File: src/rtl/nes_cpu_bus_master.sv
// NES CPU-side bus-cycle initiator: turns valid/ready read/write requests into
// M2 bus cycles (LO setup, HI strobe, one-clk HOLD) and free-runs idle cycles otherwise.
module nes_cpu_bus_master #(
    parameter int M2_LO = 3,
    parameter int M2_HI = 3
) (
    input  logic        clk,
    input  logic        rst_n,
    input  logic        req_valid,
    output logic        req_ready,
    input  logic        req_we,
    input  logic [15:0] req_addr,
    input  logic [7:0]  req_wdat,
    output logic        rsp_valid,
    output logic [7:0]  rsp_rdat,
    output logic        m2,
    output logic [15:0] cpu_addr,
    output logic        cpu_rw,
    output logic        cpu_ce,
    output logic [7:0]  cpu_dat_o,
    output logic        cpu_dat_oe,
    input  logic [7:0]  cpu_dat_i,
    output logic [15:0] wr_cnt
);

    localparam int MAXP = (M2_LO > M2_HI) ? M2_LO : M2_HI;
    localparam int CW   = (MAXP > 1) ? $clog2(MAXP) : 1;
    localparam logic [CW-1:0] LO_LAST = CW'(M2_LO - 1);
    localparam logic [CW-1:0] HI_LAST = CW'(M2_HI - 1);

    typedef enum logic [1:0] {
        ST_LO,
        ST_HI,
        ST_HOLD
    } state_t;

    state_t        state_reg, state_next;
    logic [CW-1:0] cnt_reg, cnt_next;

    logic          act_reg;
    logic          we_reg;
    logic [15:0]   addr_reg;
    logic [7:0]    wdat_reg;
    logic [7:0]    rdat_reg;
    logic [15:0]   wr_cnt_reg;

    logic          accept;
    logic          last_hi;
    logic          strobe;

    always_ff @(posedge clk) begin
        if (!rst_n) begin
            state_reg <= ST_LO;
            cnt_reg   <= '0;
        end else begin
            state_reg <= state_next;
            cnt_reg   <= cnt_next;
        end
    end

    always_comb begin
        state_next = state_reg;
        cnt_next   = cnt_reg;
        req_ready  = 1'b0;
        m2         = 1'b0;
        last_hi    = 1'b0;
        strobe     = 1'b0;
        case (state_reg)
            ST_LO: begin
                if (cnt_reg == LO_LAST) begin
                    state_next = ST_HI;
                    cnt_next   = '0;
                end else begin
                    cnt_next = cnt_reg + CW'(1);
                end
            end
            ST_HI: begin
                m2     = 1'b1;
                strobe = 1'b1;
                if (cnt_reg == HI_LAST) begin
                    last_hi    = 1'b1;
                    state_next = ST_HOLD;
                    cnt_next   = '0;
                end else begin
                    cnt_next = cnt_reg + CW'(1);
                end
            end
            ST_HOLD: begin
                // Strobe stays asserted through HOLD so latches see it at M2 fall.
                strobe     = 1'b1;
                req_ready  = 1'b1;
                state_next = ST_LO;
                cnt_next   = '0;
            end
            default: begin
                state_next = ST_LO;
                cnt_next   = '0;
            end
        endcase
    end

    assign accept     = req_ready && req_valid;

    assign cpu_addr   = addr_reg;
    assign cpu_rw     = !(act_reg && we_reg);
    assign cpu_ce     = !(act_reg && addr_reg[15] && strobe);
    assign cpu_dat_o  = wdat_reg;
    assign cpu_dat_oe = act_reg && we_reg;
    assign rsp_valid  = (state_reg == ST_HOLD) && act_reg && !we_reg;
    assign rsp_rdat   = rdat_reg;
    assign wr_cnt     = wr_cnt_reg;

    always_ff @(posedge clk) begin
        if (!rst_n) begin
            act_reg    <= 1'b0;
            we_reg     <= 1'b0;
            addr_reg   <= '0;
            wdat_reg   <= '0;
            rdat_reg   <= '0;
            wr_cnt_reg <= '0;
        end else begin
            if (accept) begin
                act_reg  <= 1'b1;
                we_reg   <= req_we;
                addr_reg <= req_addr;
                wdat_reg <= req_wdat;
            end else if (state_reg == ST_HOLD) begin
                // Idle cycle: address bus keeps its last value.
                act_reg <= 1'b0;
                we_reg  <= 1'b0;
            end
            if (last_hi && act_reg && !we_reg) begin
                rdat_reg <= cpu_dat_i;
            end
            if ((state_reg == ST_HOLD) && act_reg && we_reg) begin
                wr_cnt_reg <= wr_cnt_reg + 16'd1;
            end
        end
    end

endmodule

File: config.mk
export PLATFORM = sky130hd
export DESIGN_NAME = nes_cpu_bus_master
export DESIGN_NICKNAME = d
export VERILOG_FILES = /design/src/rtl/nes_cpu_bus_master.sv
export SDC_FILE = /design/constraint.sdc
export NUM_CORES = 1
export LEC_CHECK = 0
export CORE_UTILIZATION = 45
export CTS_CLUSTER_DIAMETER = 80
export DETAILED_ROUTE_END_ITERATION = 7
export HOLD_SLACK_MARGIN = 0.05
export PLACE_DENSITY = 0.84
export SLEW_MARGIN = 15
export SYNTH_ARGS = -nofsm -noshare
export SYNTH_HDL_FRONTEND = slang
export SYNTH_SLANG_ARGS = --single-unit
File: constraint.sdc
create_clock -name clk -period 3 [get_ports clk]
set_input_delay 0.45 -clock clk [delete_from_list [all_inputs] [get_ports clk]]
set_output_delay 0.45 -clock clk [all_outputs]
set_load 0.01 [all_outputs]
# Word level (Yosys, flattened, before mapping)
# Index checks and enable logic that the tools add are counted.
[word_totals]
regBits = 54
wordCells = 46
input_bits = 36
output_inout_bits = 54
[op_classes]
bitwise = 2
n_mux = 11
n_eq_ne = 5
n_reduce_logical = 18
addsub = 2
[ops]
columns = ["op", "count"]
rows = [
  ["16-bit by 1-bit adder with 16-bit output, second input constant", 1],
  ["1-bit logical AND", 9],
  ["1-bit 2-to-1 mux", 8],
  ["2-bit == test, second input constant", 2],
  ["2-bit 2-to-1 mux", 2],
  ["2-bit inequality test, second input constant", 2],
  ["2-bit one-hot mux with 2 select lines", 1],
  ["2-bit OR reduction", 2],
  ["1-bit zero test", 3],
  ["3-bit OR reduction", 1],
  ["2-bit by 1-bit adder with 2-bit output, second input constant", 1],
  ["2-bit by 1-bit == test with 1-bit output, second input constant", 1],
  ["2-bit zero test", 1],
  ["1-bit NOT", 2],
  ["2-bit AND reduction", 1],
  ["2-bit nonzero test", 1],
]

# Depth between registers and ports, before layout
# Gate-level depths: netlist of run 1.
[depth]
word_depth = 5
ltp_mapped = 7
ltp_nobuf = 6

# Least setup slack after synthesis of run 1
# Ideal clock, no wire load.
[synth_timing]
path_kind = "reg-to-reg"
startpoint = "register state_reg[0]"
endpoint = "register wr_cnt_reg[14], in the netlist wr_cnt[14]"
stages_incl_launch_ff = 8
arrival_ns = 1.625
required_ns = 2.885
path_buffers = 1
path_slack_ns = 1.261
path_cell_list = "dfxtp_1 inv_1 ha_1 and4_1 buf_6 nand4_4 o31a_1 o21a_1"
[synth_between]
elab_chain_len = 3
[synth_rtl]
columns = ["item", "line_no", "text"]
rows = [
  ["from (decl)", "37", "state_t state_reg, state_next;"],
  ["from (signal assigned)", "56", "state_reg <= state_next;"],
  ["2-bit == test", "135", "if ((state_reg == ST_HOLD) && act_reg && we_reg) begin"],
  ["1-bit logical AND (2 in a row)", "135", ""],
  ["to (signal assigned)", "136", "wr_cnt_reg <= wr_cnt_reg + 16'd1;"],
  ["to (decl)", "45", "logic [15:0] wr_cnt_reg;"],
]
# No other way between the ends.
# A chain may end at the register's enable or synchronous reset.

# Worst setup path after layout of run 1
[layout_timing]
startpoint = "register state_reg[0]"
endpoint = "output port rsp_valid"
[layout_between]
elab_chain_len = 3
[layout_rtl]
columns = ["item", "line_no", "text"]
rows = [
  ["2-bit == test", "109", "assign rsp_valid = (state_reg == ST_HOLD) && act_reg && !we_reg;"],
  ["1-bit logical AND (2 in a row)", "109", ""],
  ["to (decl)", "14", "output logic rsp_valid,"],
]
# No other way between the ends.

==> results.yml, run 1 <==
status:
  run_status: "finished, violations left"
  violations: "design-rule violations"
setup_path:
  r2r_start: "state_reg[0]"
  slowest_stage: "clkdlybuf4s50_1"
  path_cells: "inv_1, ha_1, and2_1, clkdlybuf4s50_1"
  crit_buf_inv: 2
  path_delay_family: "buffers and inverters"
  r2r_slack_ps: 1070
  worstPathRequired_ps: 2550
  startpoint: "state_reg[0]"
  cp-end-kind: "primary output"
  cp.arrival_ps: 1780
  slowest_delay_ps: 540
  path_class: "flop to primary output"
  cp-start-kind: "flop"
  cp_max_fo: 10
cells_and_area:
  final_common_cell: "clkdlybuf4s50_1"
  nets: 388
  layout_common_cells: "89 x clkdlybuf4s50_1, 75 x nand2_1, 54 x dfxtp_1"
  drive_gt1_frac: 0.02594
  multiInputGateArea_sq_um: 983.4
  syn2layout_area_growth_pct: 48.05
  diodes: 0
  design_area_sq_um: 3177
  fillers: 362
  fin_util: 0.7100
  ff_latch_area_sq_um: 1081
pwr:
  pwr-share-clk: 0.303
  power.share.combinational: 0.197
  power_frac_seq: 0.500
  p_leak_nw: 1.130
  cellPowerDensity_nw_per_um2: 497.5
  switchingPower_mw: 0.4102
  sw_frac_of_total: 0.2596
  ir_worst_vdd_v: 0.0002519
  internal-power_mw: 1.170
timing:
  tns_ps: 0
  max_freq_ghz: 0.4492
  layout_worst_path_cycle_share: 0.7420
  period_needed_ps: 2226
  rsz0062_at_grt: "no"
  tightestPinTransition_ps: 878.2
  hold_viol_final: 0
  finalClockSkew_ps: 8.096
  final_max_slew_viol_count: 0
  setup-violations-final: 0
  slew_headroom: 0.4146
routing:
  routed_wl_um: 4940
  routedWlPerCell_um: 12.38
  dr.pass1.iters: 6
  drt-initial-drc-count: 100
  drc: 8
  detail-route-antenna-nets: 0
  vias: 2012
  viasPerCell: 5.043
clock_network:
  cts_tree: "yes"
  htreeDepth: 2
  cts.clk_slew.worst_paths_ps: 90
  cts.repair.resized: 0
  clock-root-buffer: "clkbuf_8"
  hold_buffers: 0
  cts.sink_count: 54
  cts_setup_buffers: 0
  clkLatencyLatePin_ps: 300
  cts_buffers: 5
  clockBufferDepth: 2
placed_design:
  dpl_cell_area_sq_um: 3067
  dp_hpwl_um: 3632
  port_buffers: 89
  globalplace.congestion: 0.8342
global_route:
  grt_pass1_wl_um: 8114
  overflow: 0
  grt_max_degree: 30
  antenna_found_initial: 0
  grt-busiest-layer: "met2"
  met3_usage: 0.04843
  grt_pass1_vias: 1939
  grt_usage: 0.2016
  met1_usage: 0.2249
  met2_usage: 0.3622
synthesis:
  yosys-top-cells-area: "dfxtp_1 50%, nand2_1 13%, a21oi_1 8.9%"
  yosysUniqueCellTypes: 28
  yosysWarnings: 0
  syn_inst: 261
  ys_seq_elements: 54
  yosysTopAreaCellShare: 0.5038
  yosysTopAreaCell: "dfxtp_1"
  syn-cell-area_sq_um: 2146
  syn-num-nets: 303
  syn_avg_cell_area_sq_um: 8.221
  synth_seq_area_share: 0.5038
floorplan:
  core_area_sq_um: 4474
  die_w_um: 71.06
  start_util: 0.4796
  die_y_um: 71.06
  ioPinCount: 90
  num_rows: 24
  die-area_sq_um: 5049
min_path:
  holdCritStartpoint: "cnt_reg[0]"
  min_path_type: "flop to flop"
flow_run:
  drv_cap: 0
worst paths after layout:
kind | cells past startpoint | end
setup / recovery | 4 | rsp_valid
setup reg to reg | 6 | wr_cnt[14]
hold / removal | 1 | cnt_reg[0]
hold reg to reg | 1 | cnt_reg[0]
stage by stage:
| step | setup WS (ps) | cells | power (mW) | hold WS (ps) |
|---|---|---|---|---|
| 2_1_floorplan | 1261 | 261 | 0.9693 | 391.1 |
| 3_3_place_gp | 1011 | 391 | 1.112 | 403.4 |
| 3_5_place_dp | 973.0 | 391 | 1.121 | 406.4 |
| 4_1_cts | 769.2 | 399 | 1.595 | 418.8 |
| 5_1_grt | 650.1 | 399 | 1.662 | 438.5 |
| 6_report | 774.0 | 399 | 1.581 | 417.8 |
power groups by stage:
| stage | Clock, mW | Combinational (mW) | Sequential, mW |
|---|---|---|---|
| final | 0.479 | 0.311 | 0.791 |
| after global routing | 0.515 | 0.350 | 0.797 |
| after CTS | 0.487 | 0.317 | 0.791 |
| after detailed placement | 0 | 0.314 | 0.807 |
| after global placement | 0 | 0.306 | 0.806 |
| after floorplan | 0 | 0.155 | 0.814 |
per-layer routing:
metal / vias to the layer above / wire, um / part of all wire
li1: 1031 / - / -
met1: 913 / 2109 / 0.43
met2: 63 / 2453 / 0.50
met3: 5 / 316 / 0.064
met4: 0 / 60 / 0.012
met5: - / 0 / 0
cell usage after synthesis:
library cell / n
nand4_1: 8
buf_6: 1
and2_1: 3
mux2i_1: 2
nor2_1: 17
nor2b_1: 1
nand4_4: 1
nand2_1: 75
a211oi_1: 1
nand3_1: 7
nor4_1: 3
xnor2_1: 2
or3_1: 2
o31a_1: 1
and4_1: 2
ha_1: 6
xor2_1: 8
a21oi_1: 38
o21bai_1: 1
inv_1: 7
o21ai_0: 3
and2b_1: 1
nand2b_1: 2
dfxtp_1: 54
buf_2: 2
and3_1: 3
clkbuf_1: 9
o21a_1: 1
final cells by class:
class / instances / area share
Inverter: 7 / 0.008271
Clock buffer: 6 / 0.02284
Timing Repair Buffer: 90 / 0.2867
Multi-Input combinational cell: 188 / 0.3096
Clock inverter: 2 / 0.01182
Tap cell: 52 / 0.02048
Sequential cell: 54 / 0.3403
cells by family after synthesis:
logic type / Yosys count / share of synthesized area
AO/OA/AOI/OAI: 45 / 0.1102
buffers and inverters: 19 / 0.03790
multiplexers: 2 / 0.009330
flip-flops: 54 / 0.5038
AND/OR/NAND/NOR: 125 / 0.2630
adder cells (fa/ha/maj): 6 / 0.03498
XOR/XNOR: 10 / 0.04082
worst reg2reg max path, delay by kind of cell, from the launching register on:
family | cells | cell delay, ps
and+or+nand+nor | 2 | 610
adders and majority gates | 1 | 320
AOI/OAI and AO/OA | 2 | 470
buffers and inverters | 1 | 100
DFF | 1 | 340
Note: power is estimated with default switching activity, not from simulation.
==> inputs of run 2 (changes only) <==
--- a/config.mk
+++ b/config.mk
@@ -5,11 +5,11 @@
 export SDC_FILE = /design/constraint.sdc
 export NUM_CORES = 1
 export LEC_CHECK = 0
-export CORE_UTILIZATION = 45
+export CORE_UTILIZATION = 42
 export CTS_CLUSTER_DIAMETER = 80
 export DETAILED_ROUTE_END_ITERATION = 7
 export HOLD_SLACK_MARGIN = 0.05
-export PLACE_DENSITY = 0.84
+export PLACE_DENSITY = 0.79
 export SLEW_MARGIN = 15
 export SYNTH_ARGS = -nofsm -noshare
 export SYNTH_HDL_FRONTEND = slang
==> constraint.sdc (replaced) <==
create_clock -name clk -period 2.2 [get_ports clk]
set_input_delay 0.33 -clock clk [delete_from_list [all_inputs] [get_ports clk]]
set_output_delay 0.33 -clock clk [all_outputs]
set_load 0.01 [all_outputs]
==> run 2 against run 1 <==
  * The run now ends clean
  * Clock-buffer cell count grew 1
  * Sequential share of layout area shrank 0.19 points
  * Critical endpoint unchanged
  * Combinational power grew 39%
  * Hold slack lost 4.2 ps
  * Die area grew 6.9%
  * Power grew 31%
  * Critical path depth is the same
==> results.yml, run 2 (same netlist as run 1, synthesis figures left out) <==
status:
  run_status: "completed"
placed_design:
  port_buffers: 89
  dp_hpwl_um: 3565
  globalplace.congestion: 0.8377
setup_path:
  path_cells: "inv_1, ha_2, and2_1, clkdlybuf4s50_1"
  worstPathRequired_ps: 1870
  cp.arrival_ps: 1700
  path_delay_family: "buffers and inverters"
  slowest_stage: "clkdlybuf4s50_1"
  crit_buf_inv: 2
  cp-start-kind: "flop"
  cp-end-kind: "primary output"
  path_class: "flop to primary output"
  cp_max_fo: 10
  slowest_delay_ps: 540
clock_network:
  cts_setup_buffers: 0
  cts_buffers: 5
  cts_tree: "yes"
  htreeDepth: 2
  clock-root-buffer: "clkbuf_8"
  cts.sink_count: 54
  clockBufferDepth: 2
  cts.clk_slew.worst_paths_ps: 90
  clkLatencyLatePin_ps: 290
timing:
  max_freq_ghz: 0.4917
  layout_worst_path_cycle_share: 0.9244
  whs_ps: 413.6
  period_needed_ps: 2034
  tns_ps: 0
  rsz0062_at_grt: "no"
  setup-violations-final: 0
  tightestPinTransition_ps: 506.4
  slew_headroom: 0.6593
  finalClockSkew_ps: 4.805
  hold_viol_final: 0
  final_max_slew_viol_count: 0
cells_and_area:
  layout_common_cells: "89 x clkdlybuf4s50_1, 75 x nand2_1, 54 x dfxtp_1"
  syn2layout_area_growth_pct: 48.86
  fillers: 417
  nets: 390
  diodes: 0
  drive_gt1_frac: 0.03438
  final_common_cell: "clkdlybuf4s50_1"
flow_run:
  drv_cap: 0
routing:
  drc: 0
  drt-initial-drc-count: 112
  viasPerCell: 4.892
  detail-route-antenna-nets: 0
  routedWlPerCell_um: 12.13
  dr.pass1.iters: 4
  vias: 2035
  routed_wl_um: 5044
global_route:
  antenna_found_initial: 0
  overflow: 0
  grt_max_degree: 51
  grt_pass1_vias: 1911
  grt_pass1_wl_um: 8321
  grt_usage: 0.1957
pwr:
  cellPowerDensity_nw_per_um2: 647.4
  p_leak_nw: 1.135
  ir_worst_vdd_v: 0.0004104
min_path:
  min_path_type: "flop to flop"
floorplan:
  core_area_sq_um: 4817
  die-area_sq_um: 5399
  ioPinCount: 90
  die_y_um: 73.48
  start_util: 0.4455
  num_rows: 25
  die_w_um: 73.48
-- run 2: changes by cell type in the layout (fill, tap and decap cells not counted), sizes merged --
| cell | change |
|---|---|
| clkbuf | +1 |
| clkinvlp | -1 |
| bufinv | -1 |
| clkinv | +1 |
| buf | +2 |
-- run 2: final cells by class --
class                           instances  area [sq um]  share of cell area
Clock buffer                            7         86.33             0.02703
Clock inverter                          1         5.005            0.001567
Inverter                                7         26.28            0.008226
Multi-Input combinational cell        188         985.9              0.3087
Sequential cell                        54          1081              0.3384
Tap cell                               67         83.83             0.02624
Timing Repair Buffer                   92         925.9              0.2899
-- run 2: where the power goes --
| group | total, mW | leakage [nW] | internal, mW | switching, mW |
|---|---|---|---|---|
| clock network | 0.560 | 0.0482 | 0.255 | 0.305 |
| registers | 1.08 | 0.436 | 1.04 | 0.0350 |
| logic | 0.431 | 0.651 | 0.221 | 0.211 |
| total | 2.07 | 1.13 | 1.52 | 0.551 |
-- run 2: through the flow --
step / util / power (mW) / cell area [sq um] / worst slack (ps) / instances
floorplan: - / 1.322 / 2146 / 460.7 / 261
global placement: 0.6436 / 1.522 / 3100 / 328.7 / 408
detailed placement: 0.6436 / 1.533 / 3100 / 246.8 / 408
CTS: 0.6626 / 2.092 / 3192 / 64.97 / 416
global route: 0.6631 / 2.187 / 3194 / 61.66 / 416
finish: 0.6631 / 2.068 / 3194 / 166.4 / 416
-- run 2: layer usage --
metal	vias to the layer above	global-route usage	part of all wire
li1	1037	-	-
met1	937	0.2447	0.43
met2	59	0.3272	0.51
met3	2	0.04801	0.059
met4	0	0.06838	0.0067
met5	-	0	0
-- run 2: path summary, 6_finish.rpt --
kind | from | depth (start not counted) | slack (ps) | endpoint
hold / removal | cnt_reg[0] | 1 | 410 | cnt_reg[0]
hold reg to reg | cnt_reg[0] | 1 | 410 | cnt_reg[0]
setup / recovery | state_reg[0] | 4 | 170 | rsp_valid
setup reg to reg | state_reg[0] | 6 | 330 | wr_cnt[14]
-- run 2: repair_timing --
item	in CTS	in global routing
hold buffers	0	0
gates resized for setup	0	1
setup endpoints to repair	0	1
-- run 2: worst reg2reg max path: stages (launching register included) --
cell	delay, ps
dfxtp_1	330
inv_1	100
ha_2	280
and4_1	440
nand4_4	150
o31a_1	290
o21a_1	180
==> inputs of run 3 (changes only) <==
--- a/config.mk
+++ b/config.mk
@@ -5,11 +5,11 @@
 export SDC_FILE = /design/constraint.sdc
 export NUM_CORES = 1
 export LEC_CHECK = 0
-export CORE_UTILIZATION = 42
+export CORE_UTILIZATION = 45
 export CTS_CLUSTER_DIAMETER = 80
 export DETAILED_ROUTE_END_ITERATION = 7
 export HOLD_SLACK_MARGIN = 0.05
-export PLACE_DENSITY = 0.79
+export PLACE_DENSITY = 0.84
 export SLEW_MARGIN = 15
 export SYNTH_ARGS = -nofsm -noshare
 export SYNTH_HDL_FRONTEND = slang
==> constraint.sdc (replaced) <==
create_clock -name clk -period 2.35 [get_ports clk]
set_input_delay 0.3525 -clock clk [delete_from_list [all_inputs] [get_ports clk]]
set_output_delay 0.3525 -clock clk [all_outputs]
set_load 0.01 [all_outputs]
==> run 3 against run 2 <==
  * The flow now finishes with violations (design-rule violations)
  * Critical path depth unchanged
  * Non-clock buffer count did not move
  * Core utilization grew 4.6 points
  * Hold slack gained 6.5 ps
  * Global-route usage grew 1.3 points
  * Register-to-register slack gained 100 ps
  * Final area down 0.67%
  * Final cell count is 3.6% lower
  * Worst setup slack better by 66 ps
==> results.yml, run 3 (same netlist as run 1, synthesis figures left out) <==
timing:
  period_needed_ps: 2118
  hold_viol_final: 0
  fin_ws_ps: 232.3
  finalClockSkew_ps: 4.637
  tightestPinTransition_ps: 596.0
  final_max_slew_viol_count: 0
  whs_ps: 420.1
  tns_ps: 0
  setup-violations-final: 0
  layout_worst_path_cycle_share: 0.9011
  max_freq_ghz: 0.4722
  rsz0062_at_grt: "no"
  slew_headroom: 0.6022
floorplan:
  ioPinCount: 90
  die_y_um: 71.06
  die-area_sq_um: 5049
  num_rows: 24
  start_util: 0.4796
  die_w_um: 71.06
  core_area_sq_um: 4474
clock_network:
  clockBufferDepth: 2
  htreeDepth: 2
  clkLatencyLatePin_ps: 300
  cts_buffers: 5
  hold_buffers: 0
  cts_setup_buffers: 0
  cts_tree: "yes"
  cts.repair.resized: 0
  cts.clk_slew.worst_paths_ps: 90
  cts.sink_count: 54
  clock-root-buffer: "clkbuf_8"
setup_path:
  cp-start-kind: "flop"
  path_class: "flop to primary output"
  worstPathRequired_ps: 2000
  cp-end-kind: "primary output"
  cp_max_fo: 10
  cp.arrival_ps: 1770
pwr:
  cellPowerDensity_nw_per_um2: 608.1
  ir_worst_vdd_v: 0.0003194
  power_frac_seq: 0.523
  sw_frac_of_total: 0.2650
  internal-power_mw: 1.418
  finalPower_mw: 1.929
  power.share.combinational: 0.211
  switchingPower_mw: 0.5112
  pwr-share-clk: 0.266
  p_leak_nw: 1.136
placed_design:
  dp_hpwl_um: 3642
  dpl_cell_area_sq_um: 3082
  port_buffers: 89
  dpl_worst_slack_ps: 440.0
  globalplace.congestion: 0.8217
cells_and_area:
  layout_common_cells: "89 x clkdlybuf4s50_1, 75 x nand2_1, 54 x dfxtp_1"
  fillers: 385
  diodes: 0
  final_common_cell: "clkdlybuf4s50_1"
  design_area_sq_um: 3173
  nets: 390
  syn2layout_area_growth_pct: 47.87
  drive_gt1_frac: 0.03152
global_route:
  overflow: 0
  grt_pass1_vias: 1871
  antenna_found_initial: 0
  grt_max_degree: 34
  grt_pass1_wl_um: 8362
  grt_usage: 0.2090
routing:
  dr.pass1.iters: 7
  drt-initial-drc-count: 122
  viasPerCell: 5.095
  routedWlPerCell_um: 12.59
  drc: 8
  vias: 2043
  detail-route-antenna-nets: 0
  routed_wl_um: 5048
status:
  violations: "design-rule violations"
  run_status: "finished, violations left"
flow_run:
  drv_cap: 0
min_path:
  min_path_type: "flop to flop"
## run 3: per-layer routing
layer / up-vias / track usage / wire, um
li1: 1035 / - / -
met1: 931 / 0.2473 / 2098
met2: 70 / 0.3536 / 2485
met3: 7 / 0.06838 / 380
met4: 0 / 0.07778 / 84
met5: - / 0 / 0
## run 3: path summary, 6_finish.rpt
check | startpoint | end | slack, ps | cells after the start
worst max register to register | state_reg[0] | wr_cnt[12] | 430 | 6
worst min register to register | cnt_reg[0] | cnt_reg[0] | 420 | 1
worst max-delay path | state_reg[0] | rsp_valid | 230 | 4
worst min-delay path | cnt_reg[0] | cnt_reg[0] | 420 | 1
## run 3: power by group through the flow
stage | combinational [mW] | sequential, mW | clock, mW
after floorplan | 0.198 | 1.04 | 0
after global placement | 0.400 | 1.03 | 0
after detailed placement | 0.407 | 1.03 | 0
after CTS | 0.410 | 1.01 | 0.530
after global routing | 0.457 | 1.02 | 0.568
final | 0.407 | 1.01 | 0.513
## run 3: layout make-up
class	instances	area [sq um]	area share
Timing Repair Buffer	92	925.9	0.2918
Sequential cell	54	1081	0.3407
Inverter	7	26.28	0.008281
Multi-Input combinational cell	188	983.4	0.3099
Clock buffer	7	86.33	0.02721
Clock inverter	1	5.005	0.001577
Tap cell	52	65.06	0.02050
## run 3: metrics by stage
step | std cells | utilization
floorplan | 261 | -
global placement | 393 | 0.6888
detailed placement | 393 | 0.6888
CTS | 401 | 0.7092
global route | 401 | 0.7092
finish | 401 | 0.7092
## run 3: critical path: stages, from the launching register on
cell             delay (ps)
dfxtp_1                 330
inv_1                   100
ha_1                    320
and2_1                  170
clkdlybuf4s50_1         540
